### src/rtl/pattern_pkg.sv
// Shared definitions for the pattern serializer: FSM encoding and default sizes.
package pattern_pkg;

    typedef enum logic {
        IDLE  = 1'b0,
        SHIFT = 1'b1
    } state_t;

    localparam int DEFAULT_WIDTH     = 12;
    localparam int DEFAULT_DIV_WIDTH = 27;

endpackage

### src/rtl/bit_period_divider.sv
// Loadable down-counter used as a slowed-down tick source; zero marks the tick.
module bit_period_divider
    import pattern_pkg::*;
#(
    parameter int DIV_WIDTH = DEFAULT_DIV_WIDTH
) (
    input  logic                 clock,
    input  logic                 reset_n,
    input  logic                 load,
    input  logic [DIV_WIDTH-1:0] load_value,
    input  logic                 hold,
    output logic                 zero
);

    logic [DIV_WIDTH-1:0] count;

    // Load wins over hold so a new period can start even while frozen.
    always_ff @(posedge clock or negedge reset_n) begin
        if (!reset_n) begin
            count <= '0;
        end else if (load) begin
            count <= load_value;
        end else if (!hold && (count != '0)) begin
            count <= count - 1'b1;
        end
    end

    assign zero = (count == '0);

endmodule

### src/rtl/pattern_serializer.sv
// Parallel-load serializer: accepts a pattern on a valid/ready handshake and shifts
// it out one bit per divisor+1 clocks, with pause, auto-repeat and back-to-back loads.
module pattern_serializer
    import pattern_pkg::*;
#(
    parameter int WIDTH     = DEFAULT_WIDTH,
    parameter int DIV_WIDTH = DEFAULT_DIV_WIDTH,
    parameter bit MSB_FIRST = 1'b1
) (
    input  logic                 clock,
    input  logic                 reset_n,
    input  logic                 load_valid,
    output logic                 load_ready,
    input  logic [WIDTH-1:0]     load_data,
    input  logic [DIV_WIDTH-1:0] divisor,
    input  logic                 repeat_en,
    input  logic                 pause,
    output logic                 bit_out,
    output logic                 bit_valid,
    output logic                 bit_strobe,
    output logic                 done
);

    // Handshake: a pattern transfers in any cycle where load_valid and load_ready are
    // both high; load_ready never depends on load_valid.

    localparam int IDX_W = $clog2(WIDTH);
    localparam logic [IDX_W-1:0] LAST_IDX = IDX_W'(WIDTH - 1);

    state_t               state, state_n;
    logic [WIDTH-1:0]     shift_reg, shift_n;
    logic [WIDTH-1:0]     repeat_reg, repeat_n;
    logic [DIV_WIDTH-1:0] period_reg, period_n;
    logic [IDX_W-1:0]     idx, idx_n;
    logic                 bit_out_n, bit_valid_n, bit_strobe_n, done_n;
    logic                 cnt_load, cnt_zero;
    logic [DIV_WIDTH-1:0] cnt_value;
    logic                 tick, final_tick, accept;

    function automatic logic first_bit(input logic [WIDTH-1:0] p);
        return MSB_FIRST ? p[WIDTH-1] : p[0];
    endfunction

    function automatic logic [WIDTH-1:0] advance(input logic [WIDTH-1:0] p);
        return MSB_FIRST ? {p[WIDTH-2:0], 1'b0} : {1'b0, p[WIDTH-1:1]};
    endfunction

    bit_period_divider #(
        .DIV_WIDTH(DIV_WIDTH)
    ) u_divider (
        .clock     (clock),
        .reset_n   (reset_n),
        .load      (cnt_load),
        .load_value(cnt_value),
        .hold      (pause),
        .zero      (cnt_zero)
    );

    always_comb begin
        tick         = (state == SHIFT) && cnt_zero && !pause;
        final_tick   = tick && (idx == LAST_IDX);
        load_ready   = (state == IDLE) || final_tick;
        accept       = load_valid && load_ready;

        state_n      = state;
        shift_n      = shift_reg;
        repeat_n     = repeat_reg;
        period_n     = period_reg;
        idx_n        = idx;
        cnt_load     = 1'b0;
        cnt_value    = period_reg;
        bit_out_n    = bit_out;
        bit_valid_n  = bit_valid;
        bit_strobe_n = 1'b0;
        done_n       = final_tick;

        if (accept) begin
            state_n      = SHIFT;
            shift_n      = load_data;
            repeat_n     = load_data;
            period_n     = divisor;
            idx_n        = '0;
            cnt_load     = 1'b1;
            cnt_value    = divisor;
            bit_out_n    = first_bit(load_data);
            bit_valid_n  = 1'b1;
            bit_strobe_n = 1'b1;
        end else if (final_tick && repeat_en) begin
            shift_n      = repeat_reg;
            idx_n        = '0;
            cnt_load     = 1'b1;
            bit_out_n    = first_bit(repeat_reg);
            bit_strobe_n = 1'b1;
        end else if (final_tick) begin
            state_n      = IDLE;
            bit_out_n    = 1'b0;
            bit_valid_n  = 1'b0;
        end else if (tick) begin
            shift_n      = advance(shift_reg);
            idx_n        = idx + 1'b1;
            cnt_load     = 1'b1;
            bit_out_n    = first_bit(advance(shift_reg));
            bit_strobe_n = 1'b1;
        end
    end

    always_ff @(posedge clock or negedge reset_n) begin
        if (!reset_n) begin
            state      <= IDLE;
            shift_reg  <= '0;
            repeat_reg <= '0;
            period_reg <= '0;
            idx        <= '0;
            bit_out    <= 1'b0;
            bit_valid  <= 1'b0;
            bit_strobe <= 1'b0;
            done       <= 1'b0;
        end else begin
            state      <= state_n;
            shift_reg  <= shift_n;
            repeat_reg <= repeat_n;
            period_reg <= period_n;
            idx        <= idx_n;
            bit_out    <= bit_out_n;
            bit_valid  <= bit_valid_n;
            bit_strobe <= bit_strobe_n;
            done       <= done_n;
        end
    end

endmodule
### config.mk
export PLATFORM = sky130hd
export DESIGN_NAME = pattern_serializer
export DESIGN_NICKNAME = d
export VERILOG_FILES = /design/src/rtl/pattern_pkg.sv /design/src/rtl/bit_period_divider.sv /design/src/rtl/pattern_serializer.sv
export SDC_FILE = /design/constraint.sdc
export NUM_CORES = 1
export LEC_CHECK = 0
export CORE_MARGIN = 1
export CORE_UTILIZATION = 51
export CTS_CLUSTER_SIZE = 24
export DETAILED_ROUTE_END_ITERATION = 10
export PLACE_DENSITY = 0.76
export SLEW_MARGIN = 20
export SYNTH_ARGS = -nofsm -noshare
export SYNTH_HDL_FRONTEND = slang
export SYNTH_SLANG_ARGS = --single-unit
### constraint.sdc
create_clock -name clock -period 2.35 [get_ports clock]
set_input_delay 0.47 -clock clock [delete_from_list [all_inputs] [get_ports clock]]
set_output_delay 0.47 -clock clock [all_outputs]
set_load 0.05 [all_outputs]
==> run_results.csv, run 1 <==
group,metric,value,unit
status,status,"complete, but fails checks",
status,violations,"negative setup slack",
cts,cts_sinks,85,
sta,hold-worst-slack,68.4,ps
placement,place_ws,-347,ps
synth,synth-async-reset-ratio,100,%
setup_path,crit_chain,"or4_4 -> nor4_4 -> buf_4 -> buf_6 -> nand2_1 -> or4_4 -> a21o_1 -> a221o_1",
routing,vias,4217,
synth,synthSimpleGateAreaFrac,22.8,%
synth,netlist_area,4330,um2
sta,finalWorstSetupSlack,-286,ps
synth,yosysWarnings,0,
cts,cts.reportedPaths.clkPinSlew,90,ps
floorplan,die_w,94.2,um
sta,clock.fmax,379,MHz
cts,cts_tree,"yes",
sta,skew,9.42,ps
setup_path,path_class,"flip-flop to flip-flop",
synth,synth_xor_area_share,0.404,%
power_and_ir_drop,p_comb_share,33.9,%
power_and_ir_drop,power_leakage,0.00281,uW
setup_path,start_kind,"flip-flop",
floorplan,dieArea,8870,um2
synth,synth-compound-area-share,20.8,%
finish,multi_input_area,2220,um2
finish,drive_gt1_share,25.8,%
sta,finalMaxSlewViolations,0,
cts,numCtsBuffers,9,
synth,ys_ff_latch,85,
finish,finish.utilization,74.2,%
finish,areaGrowthSynthToFinish,40.6,%
power_and_ir_drop,pwr-share-clk,24.6,%
power_and_ir_drop,powerDensity,773,nW/um2
grt,grt_pass1_wl,20.0,mm
cts,clock_path_buffers,2,
finish,fillers,571,
cts,insertion_delay,370,ps
setup_path,cpMaxStageDelayCell,"or4_4",
placement,gp_congestion,0.874,
placement,dp_hpwl,7.65,mm
synth,synth_top_cell_by_area,"dfrtp_1",
floorplan,core-area,8220,um2
routing,ant_nets,0,
synth,syn_avg_cell_area,9.72,um2
routing,drc_errors,0,
routing,wl_per_cell,19.3,um
routing,drt_first_pass_iters,5,
synth,yosysTopAreaCellShare,49.1,%
finish,fin_nets,608,
synth,ys.flop_type,"dfrtp_1",
synth,syn-num-nets,493,
grt,grtUsageTotal,29.4,%
synth,synth_top_family_by_area,"simple AND/OR/NAND/NOR gates",
synth,synth_edf_count,0,
placement,dpl_cell_area,5410,um2
synth,ys_types,54,
sta,hold_violations,0,
sta,tns,-4880,ps
grt,grt.overflow.total,0,
power_and_ir_drop,pwr-share-seq,41.5,%
sta,rsz0062_at_grt,"yes",
setup_path,end_kind,"flip-flop",
floorplan,floorplan.initialDensity,52.7,%
power_and_ir_drop,p_sw,1520,uW
finish,fin_area,6090,um2
grt,grt_max_degree,47,
floorplan,pin_count,49,
synth,synthAdderAreaFrac,0.866,%
grt,antenna_found_initial,0,
synth,synthMuxAreaShare,2.05,%
min_path,hp-class,"input port to asynchronous set/reset pin",
job,maxCapViolCount,0,
cts,hold_buffers,0,
setup_path,crit_top_cell,"or4_4",
sta,finalSetupViolations,33,
setup_path,critPathMaxFanout,5,
setup_path,crit_family,"simple AND/OR/NAND/NOR gates",
power_and_ir_drop,ir_drop,0.462,mV
finish,most-common-layout-cells,"85 x dfrtp_1, 63 x buf_4, 59 x nand2_1",
power_and_ir_drop,swShare,32.3,%
sta,slew_headroom,64.6,%
setup_path,cp.required,2610,ps
finish,layout_commonest_cell,"dfrtp_1",
finish,seq_area,2130,um2
cts,cts_root_buf,"clkbuf_8",
finish,diodes,0,
floorplan,fp.dieH,94.2,um
grt,grt_pass1_vias,4168,
routing,routed_wirelength,12.9,mm
sta,tightest_slew,531,ps
setup_path,worstPathBufferInverterCount,2,
setup_path,cp.arrival,2890,ps
synth,synth.top_cells.by_area,"dfrtp_1 49%, a221o_1 8.1%, nand2_1 5.3%",
setup_path,crit-reg2reg-launch,"u_divider.count[15]$_DFFE_PN0P_",
cts,cts-htree-levels,3,
setup_path,setup.worst_path.start,"u_divider.count[15]$_DFFE_PN0P_",
synth,yosysSeqAreaShare,49.1,%
routing,drt_first_iter_violations,321,
power_and_ir_drop,p_int,3190,uW
placement,portBuffers,48,
synth,netlist_instances,446,
setup_path,slowest_delay,570,ps
sta,finalCritPeriodShare,112,%
floorplan,row_count,33,
sta,period_needed,2640,ps
routing,vias_per_cell,6.28,
## cell families (layout without fill, tap and decap cells)
kind of cell,Yosys count,after routing
AOI/OAI and AO/OA,116,116
and+or+nand+nor,194,194
DFF,85,85
buffers and inverters,38,158
xor gates and xnor gates,2,2
adders and majority gates,3,3
muxes,8,8
## repair_timing
action / in CTS / in global routing
buffers inserted: 12 / 6
gates cloned: 2 / 3
endpoints found under the setup margin: 43 / 58
pin swaps: 7 / 12
resized for setup: 31 / 26
## worst paths after layout
path                                                         to  slack (ps)  cells past startpoint
min in group clock                    repeat_reg[9]$_DFFE_PN0P_         470                      2
worst max register to register  u_divider.count[26]$_DFFE_PN0P_        -290                      8
worst min register to register        repeat_reg[9]$_DFFE_PN0P_         470                      2
worst max-delay path            u_divider.count[26]$_DFFE_PN0P_        -290                      8
worst min-delay path                    period_reg[3]$_DFF_PN0_          70                      1
max in group asynchronous              period_reg[24]$_DFF_PN0_        1650                      2
## layer usage
metal / wire [um] / global-route usage (%)
met1: 5420 / 37.2
met2: 6360 / 49.6
met3: 809 / 5.42
met4: 327 / 11.3
met5: 0 / 0
## worst reg2reg max path, stage by stage (launching register included)
cell and delay [ps]:
dfrtp_1 410, or4_4 570, nor4_4 170, buf_4 190, buf_6 120, nand2_1 60, or4_4 510, a21o_1 200
a221o_1 290
## final cells by class
class / instances / share of cell area [%]
multi-input combinational: 323 / 36.5
sequential: 85 / 34.9
timing repair buffer: 136 / 22.3
tap: 105 / 2.16
clock buffer: 9 / 2.03
clock inverter: 7 / 1.60
inverter: 6 / 0.452
## cells in the mapped netlist (6+ instances only)
cell type,number
a211oi_1,9
a21o_1,6
a21oi_1,10
a221o_1,35
and3_1,26
buf_2,8
clkbuf_1,21
dfrtp_1,85
mux2_2,7
nand2_1,61
nand3_1,12
nand3b_1,11
nor2_1,34
nor3_1,16
nor4_1,6
o21ai_0,24
## through the flow
stage / instances / power, uW
6_report: 671 / 4710
5_1_grt: 671 / 4920
4_1_cts: 663 / 4570
3_5_place_dp: 633 / 3300
3_3_place_gp: 633 / 3250
2_1_floorplan: 446 / 2680
## power by group through the flow
stage | combinational (uW) | clock (uW) | sequential [uW]
2_1_floorplan | 725 | 0 | 1950
5_1_grt | 1710 | 1240 | 1980
3_5_place_dp | 1350 | 0 | 1950
3_3_place_gp | 1310 | 0 | 1940
4_1_cts | 1470 | 1170 | 1940
6_report | 1600 | 1160 | 1950
Note: power is estimated with default switching activity, not from simulation.
==> inputs of run 2 (changes only) <==
--- a/config.mk
+++ b/config.mk
@@ -5,7 +5,7 @@
 export SDC_FILE = /design/constraint.sdc
 export NUM_CORES = 1
 export LEC_CHECK = 0
-export CORE_MARGIN = 1
+export CORE_MARGIN = 3
 export CORE_UTILIZATION = 51
 export CTS_CLUSTER_SIZE = 24
 export DETAILED_ROUTE_END_ITERATION = 10
==> run 2 against run 1 <==
Compared with the run above: the flow still finishes with violations (negative setup slack); setup slack improved by 44 ps; clock power decreased by 6%; non-clock buffer count increased by 15; cell area increased by 3.6%; global-route usage decreased by 2.9 points; critical endpoint is now u_divider.count[10]$_DFFE_PN0P_.
==> run_results.csv, run 2 (synthesized netlist as in run 1, its figures left out) <==
group,metric,value,unit
floorplan,core-area,7970,um2
sta,skew,19.5,ps
power_and_ir_drop,powerDensity,735,nW/um2
grt,grt_max_degree,39,
cts,cts_sinks,85,
sta,hold_violations,0,
floorplan,fp.dieH,98.2,um
setup_path,cp.required,2590,ps
grt,grt_pass1_wl,20.5,mm
routing,ant_nets,0,
cts,hold_buffers,0,
setup_path,path_class,"flip-flop to flip-flop",
routing,wl_per_cell,20.2,um
cts,numCtsBuffers,9,
finish,fin_nets,624,
setup_path,start_kind,"flip-flop",
routing,drt_first_pass_iters,5,
finish,layout_commonest_cell,"dfrtp_1",
power_and_ir_drop,ir_drop,0.503,mV
power_and_ir_drop,power_leakage,0.00291,uW
sta,finalWorstSetupSlack,-242,ps
routing,vias,4276,
cts,cts_root_buf,"clkbuf_8",
setup_path,end_kind,"flip-flop",
sta,tightest_slew,523,ps
grt,antenna_found_initial,0,
finish,areaGrowthSynthToFinish,45.6,%
cts,cts.reportedPaths.clkPinSlew,90,ps
floorplan,row_count,32,
grt,grtUsageTotal,26.5,%
finish,diodes,0,
sta,clock.fmax,386,MHz
sta,finalSetupViolations,50,
placement,portBuffers,48,
min_path,hp-class,"input port to asynchronous set/reset pin",
sta,hold-worst-slack,19.8,ps
status,status,"complete, but fails checks",
cts,cts_tree,"yes",
grt,grt.overflow.total,0,
grt,grt_pass1_vias,4066,
finish,drive_gt1_share,31.6,%
floorplan,dieArea,9640,um2
job,maxCapViolCount,0,
floorplan,die_w,98.2,um
setup_path,cp.arrival,2830,ps
routing,vias_per_cell,6.25,
sta,slew_headroom,65.0,%
status,violations,"negative setup slack",
sta,period_needed,2590,ps
setup_path,critPathMaxFanout,5,
placement,dp_hpwl,8.48,mm
sta,finalCritPeriodShare,110,%
cts,insertion_delay,360,ps
routing,drc_errors,0,
sta,rsz0062_at_grt,"yes",
finish,finish.utilization,79.2,%
finish,fillers,508,
placement,place_ws,-490,ps
cts,cts-htree-levels,3,
finish,multi_input_area,2310,um2
placement,gp_congestion,0.902,
finish,seq_area,2130,um2
floorplan,floorplan.initialDensity,54.4,%
floorplan,pin_count,49,
routing,drt_first_iter_violations,461,
routing,routed_wirelength,13.8,mm
sta,finalMaxSlewViolations,0,
cts,clock_path_buffers,2,
finish,most-common-layout-cells,"85 x dfrtp_1, 74 x buf_4, 49 x nand2_1",
-- run 2: stage by stage --
stage,power (uW),TNS (ps),std cells,area [um2]
after global routing,4880,-11000,684,6310
after floorplan,2680,-4760,446,4370
after CTS,4480,-3660,659,5780
final,4640,-5860,684,6310
after detailed placement,3290,-23120,637,5460
after global placement,3250,-15900,637,5460
-- run 2: path summary, 6_finish.rpt --
check	start	endpoint	slack, ps	depth (start not counted)
min in group clock	repeat_reg[7]$_DFFE_PN0P_	repeat_reg[7]$_DFFE_PN0P_	470	2
max in group asynchronous	reset_n	period_reg[24]$_DFF_PN0_	1660	2
worst min-delay path	reset_n	period_reg[1]$_DFF_PN0_	20	1
worst max register to register	u_divider.count[15]$_DFFE_PN0P_	u_divider.count[10]$_DFFE_PN0P_	-240	8
worst min register to register	repeat_reg[7]$_DFFE_PN0P_	repeat_reg[7]$_DFFE_PN0P_	470	2
worst max-delay path	u_divider.count[15]$_DFFE_PN0P_	u_divider.count[10]$_DFFE_PN0P_	-240	8
-- run 2: where the power goes --
| part | switching (uW) | internal [uW] |
|---|---|---|
| combinational | 745 | 836 |
| sequential | 225 | 1740 |
| clock | 545 | 550 |
-- run 2: worst max-delay path, cell delays in order (launching register included) --
cell and delay (ps):
dfrtp_1 390, or4_4 570, nor4_4 200, buf_4 160, and3_4 190, a21oi_4 110
clkbuf_16 190, a221o_1 340, a221o_1 320
-- run 2: metal layers --
metal,GRT usage (%),vias up,wire [um]
li1,-,1930,-
met5,0,-,0
met1,37.0,2111,5890
met2,42.1,199,6740
met4,9.24,0,341
met3,4.29,36,854
-- run 2: area by class of cell --
class                      instances  share of cell area, %
clock buffer                      11                   2.40
clock inverter                     5                  0.932
inverter                           6                  0.476
multi-input combinational        323                   36.7
sequential                        85                   33.7
tap                              102                   2.02
timing repair buffer             151                   23.7
timing repair inverter             1                 0.0793
-- run 2: what timing repair did --
action / CTS / global route
resized for setup: 14 / 73
pin swaps: 4 / 51
buffers inserted: 6 / 20
gates cloned: 0 / 6
hold endpoints to repair: 0 / 0
endpoints found under the setup margin: 85 / 56
